### config.mk
export PLATFORM = sky130hd
export DESIGN_NAME = bcd_to_bin_seq
export DESIGN_NICKNAME = d
export VERILOG_FILES = /design/src/rtl/bcd_to_bin_seq.sv
export SDC_FILE = /design/constraint.sdc
export NUM_CORES = 1
export LEC_CHECK = 0
export ABC_AREA = 0
export BUFFER_PORTS_ARGS = -buffer_cell sky130_fd_sc_hd__buf_4
export CAP_MARGIN = 40
export CORE_ASPECT_RATIO = 1.25
export CORE_UTILIZATION = 45
export DETAILED_ROUTE_END_ITERATION = 7
export PLACE_DENSITY = 0.66
export SETUP_SLACK_MARGIN = 0.02
export SLEW_MARGIN = 30
export SYNTH_ARGS = -nofsm -noshare
export SYNTH_HDL_FRONTEND = slang
export SYNTH_SLANG_ARGS = --single-unit
### constraint.sdc
create_clock -name clk -period 4.7 [get_ports clk]
set_input_delay 1.41 -clock clk [delete_from_list [all_inputs] [get_ports clk]]
set_output_delay 1.41 -clock clk [all_outputs]
set_load 0.01 [all_outputs]
### src/rtl/bcd_to_bin_seq.sv
// ---------------------------------------------------------------------------
// bcd_to_bin_seq
//
// Sequential packed-BCD to binary converter. A DIGITS-digit packed BCD word
// is accepted through an input handshake, converted most significant digit
// first (one digit per clock, acc = acc*10 + digit, with the x10 built as
// (acc<<3) + (acc<<1)), and the result is offered through an output
// handshake. A digit above 9 anywhere in the word sets a sticky error for
// that transaction; the reported binary value is then forced to zero.
//
// Handshake semantics (both sides): a transfer happens on the rising clock
// edge where valid and ready are both 1. in_ready is high only in IDLE and
// out_valid only in DONE; both decode from the state register alone, so no
// output depends combinationally on in_valid or out_ready. While out_valid
// is high, bin_out and err stay stable until the transfer edge.
//
// Ports:
//   clk        in   rising-edge clock
//   rst_n      in   asynchronous active-low reset (forces IDLE, clears all)
//   in_valid   in   bcd_in carries a word
//   in_ready   out  block can accept a word (IDLE)
//   bcd_in     in   packed BCD, digit k = bcd_in[4k+3:4k], digit DIGITS-1 MSD
//   out_valid  out  bin_out/err carry a result (DONE)
//   out_ready  in   downstream accepts the result
//   bin_out    out  binary value (0 when err or when out_valid is low)
//   err        out  some digit of the word was > 9 (0 when out_valid is low)
// ---------------------------------------------------------------------------
module bcd_to_bin_seq #(
    parameter int DIGITS = 4,
    parameter int BW     = 14
) (
    input  logic                  clk,
    input  logic                  rst_n,
    input  logic                  in_valid,
    output logic                  in_ready,
    input  logic [4*DIGITS-1:0]   bcd_in,
    output logic                  out_valid,
    input  logic                  out_ready,
    output logic [BW-1:0]         bin_out,
    output logic                  err
);

    // Counter needs at least one bit even for a single-digit converter.
    localparam int CW = (DIGITS > 1) ? $clog2(DIGITS) : 1;
    localparam int SW = 4 * DIGITS;

    typedef enum logic [1:0] {
        ST_IDLE = 2'd0,
        ST_CONV = 2'd1,
        ST_DONE = 2'd2
    } state_e;

    state_e         state_q, state_d;
    logic [SW-1:0]  sr_q,    sr_d;
    logic [BW-1:0]  acc_q,   acc_d;
    logic           err_q,   err_d;
    logic [CW-1:0]  cnt_q,   cnt_d;

    logic [3:0]     digit;
    logic [BW-1:0]  digit_ext;
    logic [BW-1:0]  acc_x10;

    // The most significant unprocessed digit always sits at the top of the
    // shift register; the register shifts left by one digit per CONV cycle.
    assign digit     = sr_q[SW-1 -: 4];
    assign digit_ext = BW'(digit);

    // acc*10 as shift-add, modulo 2^BW.
    assign acc_x10   = (acc_q << 3) + (acc_q << 1);

    // ------------------------------------------------------------------
    // State and datapath registers
    // ------------------------------------------------------------------
    always_ff @(posedge clk or negedge rst_n) begin
        if (!rst_n) begin
            state_q <= ST_IDLE;
            sr_q    <= '0;
            acc_q   <= '0;
            err_q   <= 1'b0;
            cnt_q   <= '0;
        end else begin
            state_q <= state_d;
            sr_q    <= sr_d;
            acc_q   <= acc_d;
            err_q   <= err_d;
            cnt_q   <= cnt_d;
        end
    end

    // ------------------------------------------------------------------
    // Next-state and datapath update
    // ------------------------------------------------------------------
    always_comb begin
        state_d = state_q;
        sr_d    = sr_q;
        acc_d   = acc_q;
        err_d   = err_q;
        cnt_d   = cnt_q;

        unique case (state_q)
            ST_IDLE: begin
                if (in_valid) begin
                    sr_d    = bcd_in;
                    acc_d   = '0;
                    err_d   = 1'b0;
                    cnt_d   = CW'(DIGITS - 1);
                    state_d = ST_CONV;
                end
            end

            ST_CONV: begin
                // Invalid digits are still accumulated; the value is
                // discarded at the output, so wrap-around is harmless.
                acc_d = acc_x10 + digit_ext;
                if (digit > 4'd9) begin
                    err_d = 1'b1;
                end
                sr_d  = sr_q << 4;
                cnt_d = cnt_q - CW'(1);
                if (cnt_q == '0) begin
                    state_d = ST_DONE;
                end
            end

            ST_DONE: begin
                if (out_ready) begin
                    state_d = ST_IDLE;
                end
            end

            default: begin
                state_d = ST_IDLE;
            end
        endcase
    end

    // ------------------------------------------------------------------
    // Outputs: decoded from registered state only, result gated by DONE.
    // ------------------------------------------------------------------
    assign in_ready  = (state_q == ST_IDLE);
    assign out_valid = (state_q == ST_DONE);
    assign bin_out   = (out_valid && !err_q) ? acc_q : '0;
    assign err       = out_valid && err_q;

endmodule

; ---- Word-level counts from Yosys, hierarchy flattened
; Index checks and enable logic that the tools add are counted.
[totals]
reg_bits = 35
in_bits = 20
output_inout_bits = 17
word_cells = 38
[op_classes]
add_sub_neg = 3
magnitude_cmp = 1
eq_ne = 6
muxes = 14
reduce_logical = 9
[op_table]
columns = op, count
row1 = 16-bit one-hot mux with 2 select lines, 1
row2 = 14-bit two-way mux, 2
row3 = 14-bit one-hot mux with 2 select lines, 1
row4 = 16-bit two-way mux, 1
row5 = 14-bit adder, 1
row6 = 14-bit by 4-bit adder with 14-bit output, 1
row7 = 2-bit two-way mux, 4
row8 = 2-bit != test (second input constant), 3
row9 = 2-bit one-hot mux with 3 select lines, 1
row10 = 3-bit AND reduction, 2
row11 = 4-bit > comparator (second input constant), 1
row12 = 2-bit zero test, 2
row13 = 2-bit one-hot mux with 2 select lines, 1
row14 = 2-bit by 1-bit equality test with 1-bit output (second input constant), 1
row15 = 2-bit equality test (second input constant), 1
row16 = 1-bit logical AND, 2
row17 = 1-bit two-way mux, 2
row18 = 2-bit by 1-bit != test with 1-bit output (second input constant), 1
row19 = 1-bit one-hot mux with 2 select lines, 1
row20 = 2-bit AND reduction, 1
row21 = 2-bit nonzero test, 1
row22 = 2-bit by 1-bit subtractor with 2-bit output (second input constant), 1
row23 = 1-bit zero test, 1

; ---- Longest topological paths before layout
[depth]
ltp_word = 3
ltp_mapped = 9

; ---- Worst setup path after synthesis
; Ideal clock, no wire load.
[synth_timing]
path_type = register to output
startpoint = register state_q[0]
endpoint = output port bin_out[10]
t_arrival_ns = 1.288
path_slack_ns = 2.002
stages_incl_launch_ff = 6
n_path_buf = 2
cell_sequence = dfrtp_1 -> clkbuf_1 -> nand2b_1 -> inv_1 -> clkbuf_1 -> and3_1
[synth_between]
elab_chain_len = 3
[synth_lines]
columns = item, line_no
row1 = "start, declared", 53  ; state_e state_q, state_d;
row2 = "start signal, assigned", 82  ; state_q <= state_d;
row3 = 2-bit equality test, 141  ; assign out_valid = (state_q == ST_DONE);
row4 = named net out_valid, 37  ; output logic out_valid,
row5 = 1-bit logical AND, 142  ; assign bin_out = (out_valid && !err_q) ? acc_q : '0;
row6 = 14-bit two-way mux, 142
row7 = "end, declared", 39  ; output logic [BW-1:0] bin_out,
; The timed path passes the listed nets, and every way through them passes these cells.

; ---- Worst setup path after layout
[layout_timing]
startpoint = register state_q[1]
endpoint = output port bin_out[12]
[layout_between]
elab_chain_len = 3
[layout_lines]
columns = item, line_no
row1 = 2-bit equality test, 141
row2 = 1-bit logical AND, 142
row3 = 14-bit two-way mux, 142
; Every way passes these cells.

==> impl_metrics.py <==
metrics = {
    "cts": {
        "clkTransAtPathRegs_ns": 0.08,
        "tritoncts": "done",
        "cts_hold_buf": 0,
        "ctsRootBufferMaster": "clkbuf_8",
        "cts-htree-levels": 2,
        "cts.sink_count": 35,
        "cts-resized-gates": 0,
        "clock_path_buffers": 2,
        "clock_latency_ns": 0.30,
        "post_cts_buffers": 0,
        "cts_buffers": 5,
    },
    "timing": {
        "hold_viol_final": 0,
        "timing.final.crit_period_ns": 3.30,
        "holdWs_ns": 0.484,
        "final_max_slew_viol_count": 0,
        "finalCritPeriodShare": 0.701,
        "fmax_mhz": 303,
        "maxSlewHeadroom": 0.544,
        "finalSetupTns_ns": 0,
        "setup_slack_ns": 1.40,
        "tightest_slew_ns": 0.682,
        "finalClockSkew_ns": 0.0145,
        "rsz0062_at_grt": "no",
        "setup_violations": 0,
    },
    "run": {
        "maxCapViolCount": 0,
    },
    "synthesis": {
        "syn_area_sq_mm": 0.00231,
        "synth_fa_ha_area_frac": 0.142,
        "synthMuxAreaShare": 0,
        "synth_compound_area_frac": 0.212,
        "ys.flop_type": "dfrtp_1",
        "synth_xor_xnor_area_share": 0.0228,
        "synth_top_family_by_area": "compound AO/OA/AOI/OAI gates",
        "synth_cell_types": 35,
        "synthCells": 254,
        "ys_async_sr_fraction": 1.00,
        "synth_seq_cells": 35,
        "yosysWarningCount": 0,
        "synth.avg_cell_area_sq_um": 9.08,
        "synth_edf_count": 0,
        "post_synth_and_or_nand_nor_area_fraction": 0.199,
        "yosysSeqAreaShare": 0.380,
        "syn_nets": 299,
    },
    "route": {
        "drc": 0,
        "postRouteAntennaNets": 0,
        "avgRoutedWirePerCell_um": 15.2,
        "routed-via-count": 1930,
        "totalWireLength_um": 5230,
        "vias_per_cell": 5.61,
        "initialDrtViolationCount": 88,
        "dr.pass1.iters": 4,
    },
    "final_layout": {
        "fin_cells": 344,
        "area_growth_syn_to_layout_pct": 17.0,
        "layout-drive-gt1-share": 0.176,
        "utilization": 0.558,
        "diodes": 0,
        "fin_area_sq_mm": 0.00270,
        "nNetsFinal": 329,
    },
    "status": {
        "status": "finished clean",
    },
    "global_routing": {
        "grt_pass1_wl_um": 8530,
        "grt_use_total": 0.212,
        "grt_pass1_vias": 1750,
        "grt_max_degree": 36,
        "antenna_found_initial": 0,
        "overflow": 0,
    },
    "pwr": {
        "pwr-share-comb": 0.547,
        "p_int_mw": 0.957,
        "swShare": 0.442,
        "p_seq_frac": 0.322,
        "p_leak_nw": 1.38,
        "p_switching_mw": 0.759,
        "total_power_mw": 1.72,
        "ir_worst_vdd_mv": 0.305,
        "clkPwrFrac": 0.131,
        "power_density_mw_per_mm2": 636,
    },
    "place": {
        "placed_cells": 337,
        "dp_hpwl_um": 3800,
        "io_buffers": 36,
        "place_area_sq_mm": 0.00261,
        "routabilityCongestion": 0.863,
        "post-place-ws_ns": 1.68,
    },
    "critical_path": {
        "crit_start": "state_q[1]",
        "ff2ff_path_depth": 9,
        "criticalPathCategory": "flip-flop to output port",
        "worstPathMaxFanout": 24,
        "setup.worst_path.end_class": "output port",
        "worst_ep_required_time_ns": 3.29,
        "cp-start-kind": "flip-flop",
        "crit_family": "flip-flops",
        "slowest_delay_ns": 0.75,
        "cp_cell_sequence": "nand2b_1 > inv_1 > and3_1 > buf_4",
        "worst-r2r-setup-slack_ns": 2.08,
        "r2r_end": "acc_q[9]",
        "worstPathArrival_ns": 1.89,
        "r2r_start": "acc_q[0]",
        "cp_num_buf_inv": 2,
        "slowest_stage": "dfrtp_1",
    },
    "worst_hold_path": {
        "hold_path_class": "flip-flop to flip-flop",
        "hold_path_end": "sr_q[6]",
        "whs_path_depth": 2,
        "hold_path_startpoint": "sr_q[6]",
    },
    "floorplan": {
        "die-area_sq_mm": 0.00542,
        "die_h_um": 82.0,
        "io-pin-count": 37,
        "start_util": 0.477,
        "core-area_sq_mm": 0.00483,
        "die_x_um": 66.0,
        "rows": 28,
    },
}
-- worst min-delay path: cells and delay by family (launching register included) --
kind / cells / cell delay, ns
AND/OR/NAND/NOR: 1 / 0.04
AO/OA/AOI/OAI: 1 / 0.06
flip-flops: 1 / 0.34
-- power groups by stage --
stage,Clock (mW),Combinational (mW),Sequential (mW)
after floorplan,0,0.747,0.504
after global placement,0,0.905,0.554
after detailed placement,0,0.938,0.560
after CTS,0.232,0.941,0.555
after global routing,0.242,1.06,0.571
final,0.225,0.939,0.552
-- registers in the layout, indices dropped and copies added, names as in the netlist --
register / flops
sr_q: 16
acc_q: 14
cnt_q: 2
state_q: 2
err_q: 1
-- final cells by class --
type / count / area [sq um]
Clock buffer: 6 / 82.6
Clock inverter: 1 / 5.00
Fill cell: 473 / 2140
Inverter: 11 / 41.3
Multi-Input combinational cell: 193 / 1340
Sequential cell: 35 / 876
Tap cell: 60 / 75.1
Timing Repair Buffer: 38 / 283
-- cell usage after synthesis (3+ instances only) --
master / count / area share
o21ai_0: 29 / 0.063
a21oi_1: 21 / 0.046
a32o_1: 3 / 0.013
nand2_1: 30 / 0.049
xnor2_1: 3 / 0.011
nor2b_1: 8 / 0.022
nor2_1: 10 / 0.016
inv_1: 11 / 0.018
nor3_1: 4 / 0.0087
a22o_1: 3 / 0.011
and3_1: 13 / 0.035
a221o_1: 3 / 0.013
buf_2: 3 / 0.0065
clkbuf_1: 11 / 0.018
nand2b_1: 5 / 0.014
dfrtp_1: 35 / 0.38
a21o_1: 3 / 0.0098
xor2_1: 3 / 0.011
ha_1: 23 / 0.12
and3b_1: 11 / 0.042
-- how the worst max path moves through the flow --
stage	to	slack, ns	cells after the start
detailed placement	bin_out[12]	1.68	4
finish	bin_out[12]	1.40	4
global route	bin_out[12]	1.19	4
global placement	bin_out[12]	1.73	4
CTS	bin_out[12]	1.35	4
floorplan	bin_out[10]	2.00	5
-- layer usage --
layer / track usage / vias up / part of all wire / wire length [um]
li1: - / 965 / - / -
met4: 0.0809 / 0 / 0.020 / 105
met1: 0.262 / 904 / 0.44 / 2290
met3: 0.0375 / 8 / 0.035 / 185
met5: 0 / - / 0 / 0
met2: 0.366 / 53 / 0.51 / 2650
-- logic make-up (layout without fill, tap and decap cells) --
logic type | count (synthesis) | in the layout
AOI/OAI and AO/OA | 76 | 76
adders and majority gates | 25 | 25
and+or+nand+nor | 86 | 86
DFF | 35 | 35
buffers and inverters | 26 | 56
xor gates and xnor gates | 6 | 6
-- cell usage in the layout, fill, tap and decap left out, drive strengths merged, types with 3 or more instances in the layout --
cell type | synthesis | routed
and3b | 11 | 11
nand2b | 5 | 5
a21o | 3 | 3
a22o | 3 | 3
buf | 4 | 38
dfrtp | 35 | 35
a32o | 3 | 3
inv | 11 | 11
nor2b | 8 | 8
clkbuf | 11 | 6
nor3 | 4 | 4
and3 | 13 | 13
xnor2 | 3 | 3
nor2 | 10 | 10
a221o | 3 | 3
nand2 | 30 | 30
o21ai | 29 | 29
ha | 23 | 23
xor2 | 3 | 3
a21oi | 23 | 23
(Power assumes the default switching activity.)
